==> src/rtl/fir_stream_adapter.sv <==
// fir_stream_adapter: AXI-Stream front/back end for the FIR datapath.
// Input samples are queued in a small FIFO, issued one at a time to the
// datapath (x_data_valid, then compute), and each result is returned on an
// AXI-Stream master port carrying the tlast of its originating sample.
module fir_stream_adapter #(
    parameter int DATA_WIDTH     = 32,
    parameter int FIFO_DEPTH     = 8,
    parameter int TIMEOUT_CYCLES = 256
) (
    input  logic                          clk,
    input  logic                          rstn,
    input  logic                          enable,
    input  logic                          flush,
    input  logic [DATA_WIDTH-1:0]         s_axis_tdata,
    input  logic                          s_axis_tvalid,
    output logic                          s_axis_tready,
    input  logic                          s_axis_tlast,
    output logic [DATA_WIDTH-1:0]         m_axis_tdata,
    output logic                          m_axis_tvalid,
    input  logic                          m_axis_tready,
    output logic                          m_axis_tlast,
    output logic [DATA_WIDTH-1:0]         x_data,
    output logic                          x_data_valid,
    output logic                          compute,
    input  logic [DATA_WIDTH-1:0]         output_data,
    input  logic                          output_data_valid,
    input  logic                          coefficient_loading_complete,
    output logic [$clog2(FIFO_DEPTH):0]   fifo_count,
    output logic                          busy,
    output logic                          timeout_err
);

    localparam int AW = $clog2(FIFO_DEPTH);
    localparam int CW = AW + 1;
    localparam int EW = DATA_WIDTH + 1;
    localparam int TW = $clog2(TIMEOUT_CYCLES) + 1;
    localparam logic [CW-1:0] FULL_COUNT = CW'(FIFO_DEPTH);
    localparam logic [TW-1:0] TIMER_LAST = TW'(TIMEOUT_CYCLES - 1);

    typedef enum logic [1:0] {
        ST_IDLE    = 2'd0,
        ST_ISSUE   = 2'd1,
        ST_COMPUTE = 2'd2,
        ST_WAIT    = 2'd3
    } state_t;

    // FIFO storage: each entry is {tlast, tdata}
    logic [EW-1:0]         mem_r [FIFO_DEPTH];
    logic [AW-1:0]         wr_ptr_r;
    logic [AW-1:0]         rd_ptr_r;
    logic [CW-1:0]         count_r;

    state_t                state_r;
    logic [TW-1:0]         timer_r;
    logic                  tlast_r;
    logic [DATA_WIDTH-1:0] x_data_r;
    logic                  x_data_valid_r;
    logic                  compute_r;
    logic [DATA_WIDTH-1:0] m_tdata_r;
    logic                  m_tvalid_r;
    logic                  m_tlast_r;
    logic                  timeout_err_r;

    logic                  full_s;
    logic                  flush_now_s;
    logic                  push_s;
    logic                  out_free_s;
    logic                  start_s;
    logic [EW-1:0]         rd_entry_s;

    // Handshake and issue qualification; flush wins over push and issue
    always_comb begin
        full_s      = (count_r == FULL_COUNT);
        flush_now_s = flush && (state_r == ST_IDLE);
        push_s      = s_axis_tvalid && !full_s && !flush_now_s;
        out_free_s  = !m_tvalid_r || m_axis_tready;
        start_s     = (state_r == ST_IDLE) && enable && coefficient_loading_complete &&
                      (count_r != {CW{1'b0}}) && out_free_s && !flush_now_s;
        rd_entry_s  = mem_r[rd_ptr_r];
    end

    // FIFO storage write; contents need no reset since occupancy is tracked separately
    always_ff @(posedge clk) begin
        if (push_s) begin
            mem_r[wr_ptr_r] <= {s_axis_tlast, s_axis_tdata};
        end
    end

    // FIFO pointers and occupancy; pointers wrap naturally at a power-of-2 depth
    always_ff @(posedge clk or negedge rstn) begin
        if (!rstn) begin
            wr_ptr_r <= {AW{1'b0}};
            rd_ptr_r <= {AW{1'b0}};
            count_r  <= {CW{1'b0}};
        end else if (flush_now_s) begin
            wr_ptr_r <= {AW{1'b0}};
            rd_ptr_r <= {AW{1'b0}};
            count_r  <= {CW{1'b0}};
        end else begin
            if (push_s) begin
                wr_ptr_r <= wr_ptr_r + AW'(1);
            end
            if (start_s) begin
                rd_ptr_r <= rd_ptr_r + AW'(1);
            end
            case ({push_s, start_s})
                2'b10:   count_r <= count_r + CW'(1);
                2'b01:   count_r <= count_r - CW'(1);
                default: count_r <= count_r;
            endcase
        end
    end

    // Issue/compute/wait sequencer with registered strobes and output register
    always_ff @(posedge clk or negedge rstn) begin
        if (!rstn) begin
            state_r        <= ST_IDLE;
            timer_r        <= {TW{1'b0}};
            tlast_r        <= 1'b0;
            x_data_r       <= {DATA_WIDTH{1'b0}};
            x_data_valid_r <= 1'b0;
            compute_r      <= 1'b0;
            m_tdata_r      <= {DATA_WIDTH{1'b0}};
            m_tvalid_r     <= 1'b0;
            m_tlast_r      <= 1'b0;
            timeout_err_r  <= 1'b0;
        end else begin
            // Drain first; a capture later in this block overrides it
            if (m_tvalid_r && m_axis_tready) begin
                m_tvalid_r <= 1'b0;
            end
            case (state_r)
                ST_IDLE: begin
                    if (flush_now_s) begin
                        timeout_err_r <= 1'b0;
                    end else if (start_s) begin
                        state_r        <= ST_ISSUE;
                        x_data_r       <= rd_entry_s[DATA_WIDTH-1:0];
                        tlast_r        <= rd_entry_s[DATA_WIDTH];
                        x_data_valid_r <= 1'b1;
                    end
                end
                ST_ISSUE: begin
                    state_r        <= ST_COMPUTE;
                    x_data_valid_r <= 1'b0;
                    compute_r      <= 1'b1;
                end
                ST_COMPUTE: begin
                    state_r   <= ST_WAIT;
                    compute_r <= 1'b0;
                    timer_r   <= {TW{1'b0}};
                end
                ST_WAIT: begin
                    if (output_data_valid) begin
                        m_tdata_r  <= output_data;
                        m_tlast_r  <= tlast_r;
                        m_tvalid_r <= 1'b1;
                        state_r    <= ST_IDLE;
                    end else if (timer_r == TIMER_LAST) begin
                        timeout_err_r <= 1'b1;
                        state_r       <= ST_IDLE;
                    end else begin
                        timer_r <= timer_r + TW'(1);
                    end
                end
                default: begin
                    state_r        <= ST_IDLE;
                    x_data_valid_r <= 1'b0;
                    compute_r      <= 1'b0;
                end
            endcase
        end
    end

    assign s_axis_tready = !full_s;
    assign fifo_count    = count_r;
    assign busy          = (state_r != ST_IDLE);
    assign timeout_err   = timeout_err_r;
    assign x_data        = x_data_r;
    assign x_data_valid  = x_data_valid_r;
    assign compute       = compute_r;
    assign m_axis_tdata  = m_tdata_r;
    assign m_axis_tvalid = m_tvalid_r;
    assign m_axis_tlast  = m_tlast_r;

endmodule
==> config.mk <==
export PLATFORM = sky130hd
export DESIGN_NAME = fir_stream_adapter
export DESIGN_NICKNAME = d
export VERILOG_FILES = /design/src/rtl/fir_stream_adapter.sv
export SDC_FILE = /design/constraint.sdc
export NUM_CORES = 1
export LEC_CHECK = 0
export ABC_CLOCK_PERIOD_IN_PS = 4200
export CORE_MARGIN = 1.5
export CORE_UTILIZATION = 35
export DETAILED_ROUTE_END_ITERATION = 7
export PLACE_DENSITY = 0.6
export SYNTH_ARGS = -nofsm -noshare
export SYNTH_HDL_FRONTEND = slang
export SYNTH_SLANG_ARGS = --single-unit
==> constraint.sdc <==
create_clock -name clk -period 4.2 [get_ports clk]
set_input_delay 1.05 -clock clk [delete_from_list [all_inputs] [get_ports clk]]
set_output_delay 1.05 -clock clk [all_outputs]
set_load 0.03 [all_outputs]
==> flow_summary.json, run 1 <==
{
  "end_kind": "output pin",
  "grt_first_pass_wirelength_um": 44600,
  "yosysMostFrequentCell": "edfxtp_1",
  "routedWlPerCell_um": 19.8,
  "irDropWorstVdd_mv": 0.343,
  "yosysWarnings": 0,
  "diodes": 0,
  "antenna_left": 0,
  "cts-hold-fix-buffers": 0,
  "die_h_um": 201,
  "synthFlopType": "edfxtp_1",
  "n_fill_cell": 3406,
  "worstPathArrival_ps": 2240,
  "place_area_um2": 15900,
  "finalCritPeriodShare_pct": 78.4,
  "drc_errors": 0,
  "leakage_nw": 5.90,
  "finish.utilization_pct": 44.7,
  "status": "completed",
  "die_area_um2": 40300,
  "numCtsBuffers": 39,
  "insertion_delay_ps": 520,
  "final.setup.tns_ps": 0,
  "initialDrtViolationCount": 430,
  "core_area_um2": 38600,
  "grt_max_degree": 70,
  "design_area_um2": 17200,
  "postCtsSetupBuffers": 0,
  "ys_types": 38,
  "first_global_vias": 7371,
  "max_cap_viol_count": 0,
  "yosysSeqAreaShare_pct": 74.6,
  "syn_area_um2": 13700,
  "synth_nets": 796,
  "routabilityCongestion": 0.741,
  "std_cell_rows": 72,
  "port_buffers": 147,
  "clockBufferDepth": 3,
  "setup_viol": 0,
  "worstSetupStartpointType": "register",
  "max-slew-margin-rel_pct": 43.1,
  "area_growth_pct": 25.9,
  "cts-root-buf": "clkbuf_16",
  "grt_overflow_total": 0,
  "required_ps": 3150,
  "hold_viol": 0,
  "synth_top_area_cell": "edfxtp_1",
  "ctsHtreeMaxLevel": 2,
  "dr_total_vias": 6968,
  "finalClockSkew_ps": 15.3,
  "clk_pin_slew_ps": 60,
  "grt_usage_pct": 14.4,
  "synth_seq_cells": 355,
  "netlist_top_cells_area": "edfxtp_1 (58%), dfrtp_1 (17%), mux4_2 (11%), mux2i_1 (3.0%), mux2_2 (2.8%)",
  "critPathKind": "register to output pin",
  "nNetsFinal": 974,
  "rsz0062_at_grt": "false",
  "power.density_nw_per_um2": 678,
  "drive_gt1_share_pct": 21.4,
  "drt_pass1_iterations": 6,
  "die_x_um": 201,
  "pin_count": 148,
  "syn_area_per_cell_um2": 19.2,
  "antenna_found_initial": 2,
  "yosys-top-cells-count": "edfxtp_1 (264), dfrtp_1 (91), mux4_2 (66)",
  "tritoncts": "done",
  "worst_pin_slew_ps": 854,
  "clock-sinks": 355,
  "vias_per_cell": 4.85,
  "yosysTopAreaCellShare_pct": 58.0,
  "critPathMaxFanout": 7,
  "final-max-slew-violation-count": 0,
  "final.min_clock_period_ps": 3290,
  "totalWireLength_um": 28500,
  "cts_resized": 0,
  "syn-instance-count": 711,
  "max_freq_ghz": 0.304,
  "start_util_pct": 35.5,
  "hpwlAfterDp_um": 17100,
  "synthArstFlopShare_pct": 25.6,
  "synth_edf_count": 264,
  "hp-class": "primary input to asynchronous set/reset pin"
}
-- path summary, 6_finish.rpt --
check | from | to | slack (ps) | cells past startpoint
worst max-delay path | fifo_count[1] | s_axis_tready | 910 | 2
worst min-delay path | rstn | fifo_count[0] | 440 | 1
worst max register to register | state_r[0] | fifo_count[3] | 1350 | 10
worst min register to register | x_data_valid | x_data_valid | 490 | 1
max in group asynchronous | rstn | x_data[3] | 3010 | 2
min in group clk | x_data_valid | x_data_valid | 490 | 1
-- logic make-up after synthesis --
logic type	Yosys count	synth area share, %
buffers and inverters	41	1.34
AOI/OAI and AO/OA	47	1.99
muxes	141	16.7
DFF	355	74.6
xor gates and xnor gates	10	0.640
adders and majority gates	12	1.15
and+or+nand+nor	105	3.59
-- cell type report --
| cell class | instances | area, um^2 | share of cell area (%) |
|---|---|---|---|
| sequential | 355 | 10200 | 59.3 |
| multi-input combinational | 315 | 3360 | 19.5 |
| timing repair buffer | 171 | 1670 | 9.72 |
| clock buffer | 62 | 1150 | 6.71 |
| tap | 518 | 648 | 3.76 |
| clock inverter | 10 | 148 | 0.857 |
| inverter | 7 | 26.3 | 0.153 |
-- sequential cells by signal (all words and copies together) (netlist names), 2 cells and up --
| name | flops |
|---|---|
| rd_ptr_r | 3 |
| state_r | 2 |
| fifo_count | 4 |
| timer_r | 9 |
| x_data | 32 |
| mem_r | 264 |
| wr_ptr_r | 3 |
| m_axis_tdata | 32 |
-- placed cells by master, fill, tap and decap left out, drive strengths merged, types with 4 or more instances in the layout --
cell and count:
edfxtp 264, inv 9, xor2 8, clkdlybuf4s50 146
clkinv 4, buf 25, nand2b 6, mux4 66
mux2 34, mux2i 41, and3 4, o21ai 5
a21oi 38, nand3 7, nor2 50, dfrtp 91
nand4 4, clkbuf 62, ha 11, nand2 19
-- through the flow --
step	total power [mW]	hold WS (ps)	std cells	worst slack [ps]
final	11.7	444	1438	909
after detailed placement	8.39	490	1366	569
after floorplan	6.98	469	711	656
after global placement	8.36	475	1366	612
after global routing	12.3	465	1438	843
after CTS	11.9	449	1438	886
-- power breakdown --
part / total, mW / switching [mW] / internal [mW]
logic: 3.32 / 1.81 / 1.51
clock network: 3.42 / 1.34 / 2.08
registers: 4.93 / 0.431 / 4.50
-- per-layer routing --
layer / vias to the layer above / wire length, um / global-route usage [%]
met3: 41 / 1360 / 2.79
met4: 4 / 500 / 3.46
met2: 185 / 13400 / 23.3
met5: - / 29 / 0
li1: 3147 / - / -
met1: 3591 / 13200 / 20.2
-- worst max-delay path: stages (launching register included) --
cell             delay, ps
dfrtp_1                460
or4b_4                 640
clkdlybuf4s50_1        630
No activity file was read; power rests on OpenSTA's default activity.
==> run 2: changes to the inputs <==
--- a/config.mk
+++ b/config.mk
@@ -5,7 +5,7 @@
 export SDC_FILE = /design/constraint.sdc
 export NUM_CORES = 1
 export LEC_CHECK = 0
-export ABC_CLOCK_PERIOD_IN_PS = 4200
+export ABC_CLOCK_PERIOD_IN_PS = 2700
 export CORE_MARGIN = 1.5
 export CORE_UTILIZATION = 35
 export DETAILED_ROUTE_END_ITERATION = 7
==> constraint.sdc (replaced) <==
create_clock -name clk -period 2.7 [get_ports clk]
set_input_delay 0.675 -clock clk [delete_from_list [all_inputs] [get_ports clk]]
set_output_delay 0.675 -clock clk [all_outputs]
set_load 0.03 [all_outputs]
==> flow_summary.json, run 2 (synthesis gave the netlist of run 1 again) <==
{
  "irDropWorstVdd_mv": 0.488,
  "routabilityCongestion": 0.753,
  "fin_hold_ws_ps": 221,
  "final.min_clock_period_ps": 2640,
  "port_buffers": 147,
  "cp_slowest_stage_delay_ps": 530,
  "clock-sinks": 355,
  "final-max-slew-violation-count": 0,
  "first_global_vias": 7360,
  "clockBufferDepth": 3,
  "hp-class": "primary input to asynchronous set/reset pin",
  "setup_viol": 0,
  "worstReg2RegEnd": "fifo_count[3]",
  "finalClockSkew_ps": 13.5,
  "r2r_slack_ps": 170,
  "worst_slack_ps": 55.7,
  "drc_errors": 0,
  "pwr-share-seq_pct": 41.2,
  "path_cells": "or4b_4 -> buf_4 -> clkdlybuf4s15_2",
  "max_freq_ghz": 0.378,
  "grt_max_degree": 70,
  "power.density_nw_per_um2": 1040,
  "dr_total_vias": 7038,
  "hpwlAfterDp_um": 17500,
  "end_kind": "output pin",
  "power.total_mw": 18.2,
  "design_area_um2": 17500,
  "die_x_um": 201,
  "insertion_delay_ps": 520,
  "final_cell_mix": "edfxtp_1 (264), clkdlybuf4s50_1 (144), dfrtp_1 (84)",
  "critPathMaxFanout": 6,
  "place_area_um2": 16300,
  "grt_usage_pct": 14.2,
  "routedWlPerCell_um": 19.2,
  "power.switching_mw": 5.56,
  "worst_pin_slew_ps": 768,
  "finalCritPeriodShare_pct": 97.9,
  "numCtsBuffers": 38,
  "max-slew-margin-rel_pct": 48.8,
  "worstPathArrival_ps": 1970,
  "vias_per_cell": 4.82,
  "final_common_cell": "edfxtp_1",
  "leakage_nw": 6.03,
  "critPathKind": "register to output pin",
  "final_cell_count_no_fill": 1459,
  "grt_first_pass_wirelength_um": 44300,
  "dp_slack_ps": -147,
  "largest_reg_flops": 264,
  "std_cell_rows": 72,
  "grt_overflow_total": 0,
  "slowest_stage": "or4b_4",
  "ff2ff_path_depth": 10,
  "internal-power_mw": 12.7,
  "r2r-start": "state_r[0]",
  "max_cap_viol_count": 0,
  "drive_gt1_share_pct": 24.8,
  "nNetsFinal": 996,
  "die_area_um2": 40300,
  "antenna_found_initial": 2,
  "final.setup.tns_ps": 0,
  "die_h_um": 201,
  "worstSetupStartpointType": "register",
  "ctsHtreeMaxLevel": 2,
  "pin_count": 148,
  "rsz0062_at_grt": "false",
  "core_area_um2": 38600,
  "comb_power_share_pct": 30.5,
  "clockPowerShare_pct": 28.3,
  "initialDrtViolationCount": 409,
  "start_util_pct": 35.5,
  "required_ps": 2030,
  "hold_viol": 0,
  "clk_pin_slew_ps": 60,
  "totalWireLength_um": 28000,
  "finish.utilization_pct": 45.5,
  "cts-root-buf": "clkbuf_16",
  "tritoncts": "done",
  "largest-register": "mem_r",
  "switching_share_pct": 30.5,
  "status": "completed",
  "drt_pass1_iterations": 6,
  "antenna_left": 0,
  "post-place-cells": 1387,
  "area_growth_pct": 28.3
}
run 2: what timing repair did:
| item | CTS | global route |
|---|---|---|
| resized for setup | 4 | 0 |
| pin swaps | 0 | 0 |
| setup endpoints to repair | 2 | 1 |
| buffers inserted | 0 | 2 |
| hold buffers | 0 | 0 |
run 2: worst max-delay path by stage:
stage,startpoint,endpoint,slack (ps),depth (start not counted)
3_3_place_gp,coefficient_loading_complete,fifo_count[3],-140,9
5_1_grt,fifo_count[0],s_axis_tready,8,3
4_1_cts,fifo_count[0],s_axis_tready,10,3
2_1_floorplan,flush,mem_r[7][0],-380,4
3_5_place_dp,coefficient_loading_complete,fifo_count[3],-150,9
6_report,fifo_count[0],s_axis_tready,60,3
run 2: metal layers:
metal	up-vias	track usage (%)	share of wire, %
met5	-	0	0.061
met4	2	3.52	1.8
met3	50	3.46	6.1
met2	212	22.4	47
met1	3582	20.0	45
li1	3192	-	-
run 2: critical path, delay by kind of cell (launching register included):
| family | cells | cell delay (ps) |
|---|---|---|
| AND/OR/NAND/NOR | 1 | 530 |
| buffers and inverters | 2 | 470 |
| flip-flops | 1 | 450 |
run 2: final cells by class:
| type | count | area [um^2] |
|---|---|---|
| antenna | 1 | 2.50 |
| clock buffer | 52 | 1090 |
| clock inverter | 17 | 161 |
| fill | 3393 | 21000 |
| inverter | 7 | 26.3 |
| multi-input combinational | 315 | 3400 |
| sequential | 355 | 10200 |
| tap | 518 | 648 |
| timing repair buffer | 194 | 2010 |
run 2: power by group through the flow:
stage	Combinational [mW]	Sequential (mW)	Clock, mW
2_1_floorplan	2.30	8.61	0
3_3_place_gp	5.59	7.61	0
3_5_place_dp	5.62	7.65	0
4_1_cts	5.63	7.54	5.30
5_1_grt	5.96	7.65	5.50
6_report	5.55	7.51	5.16
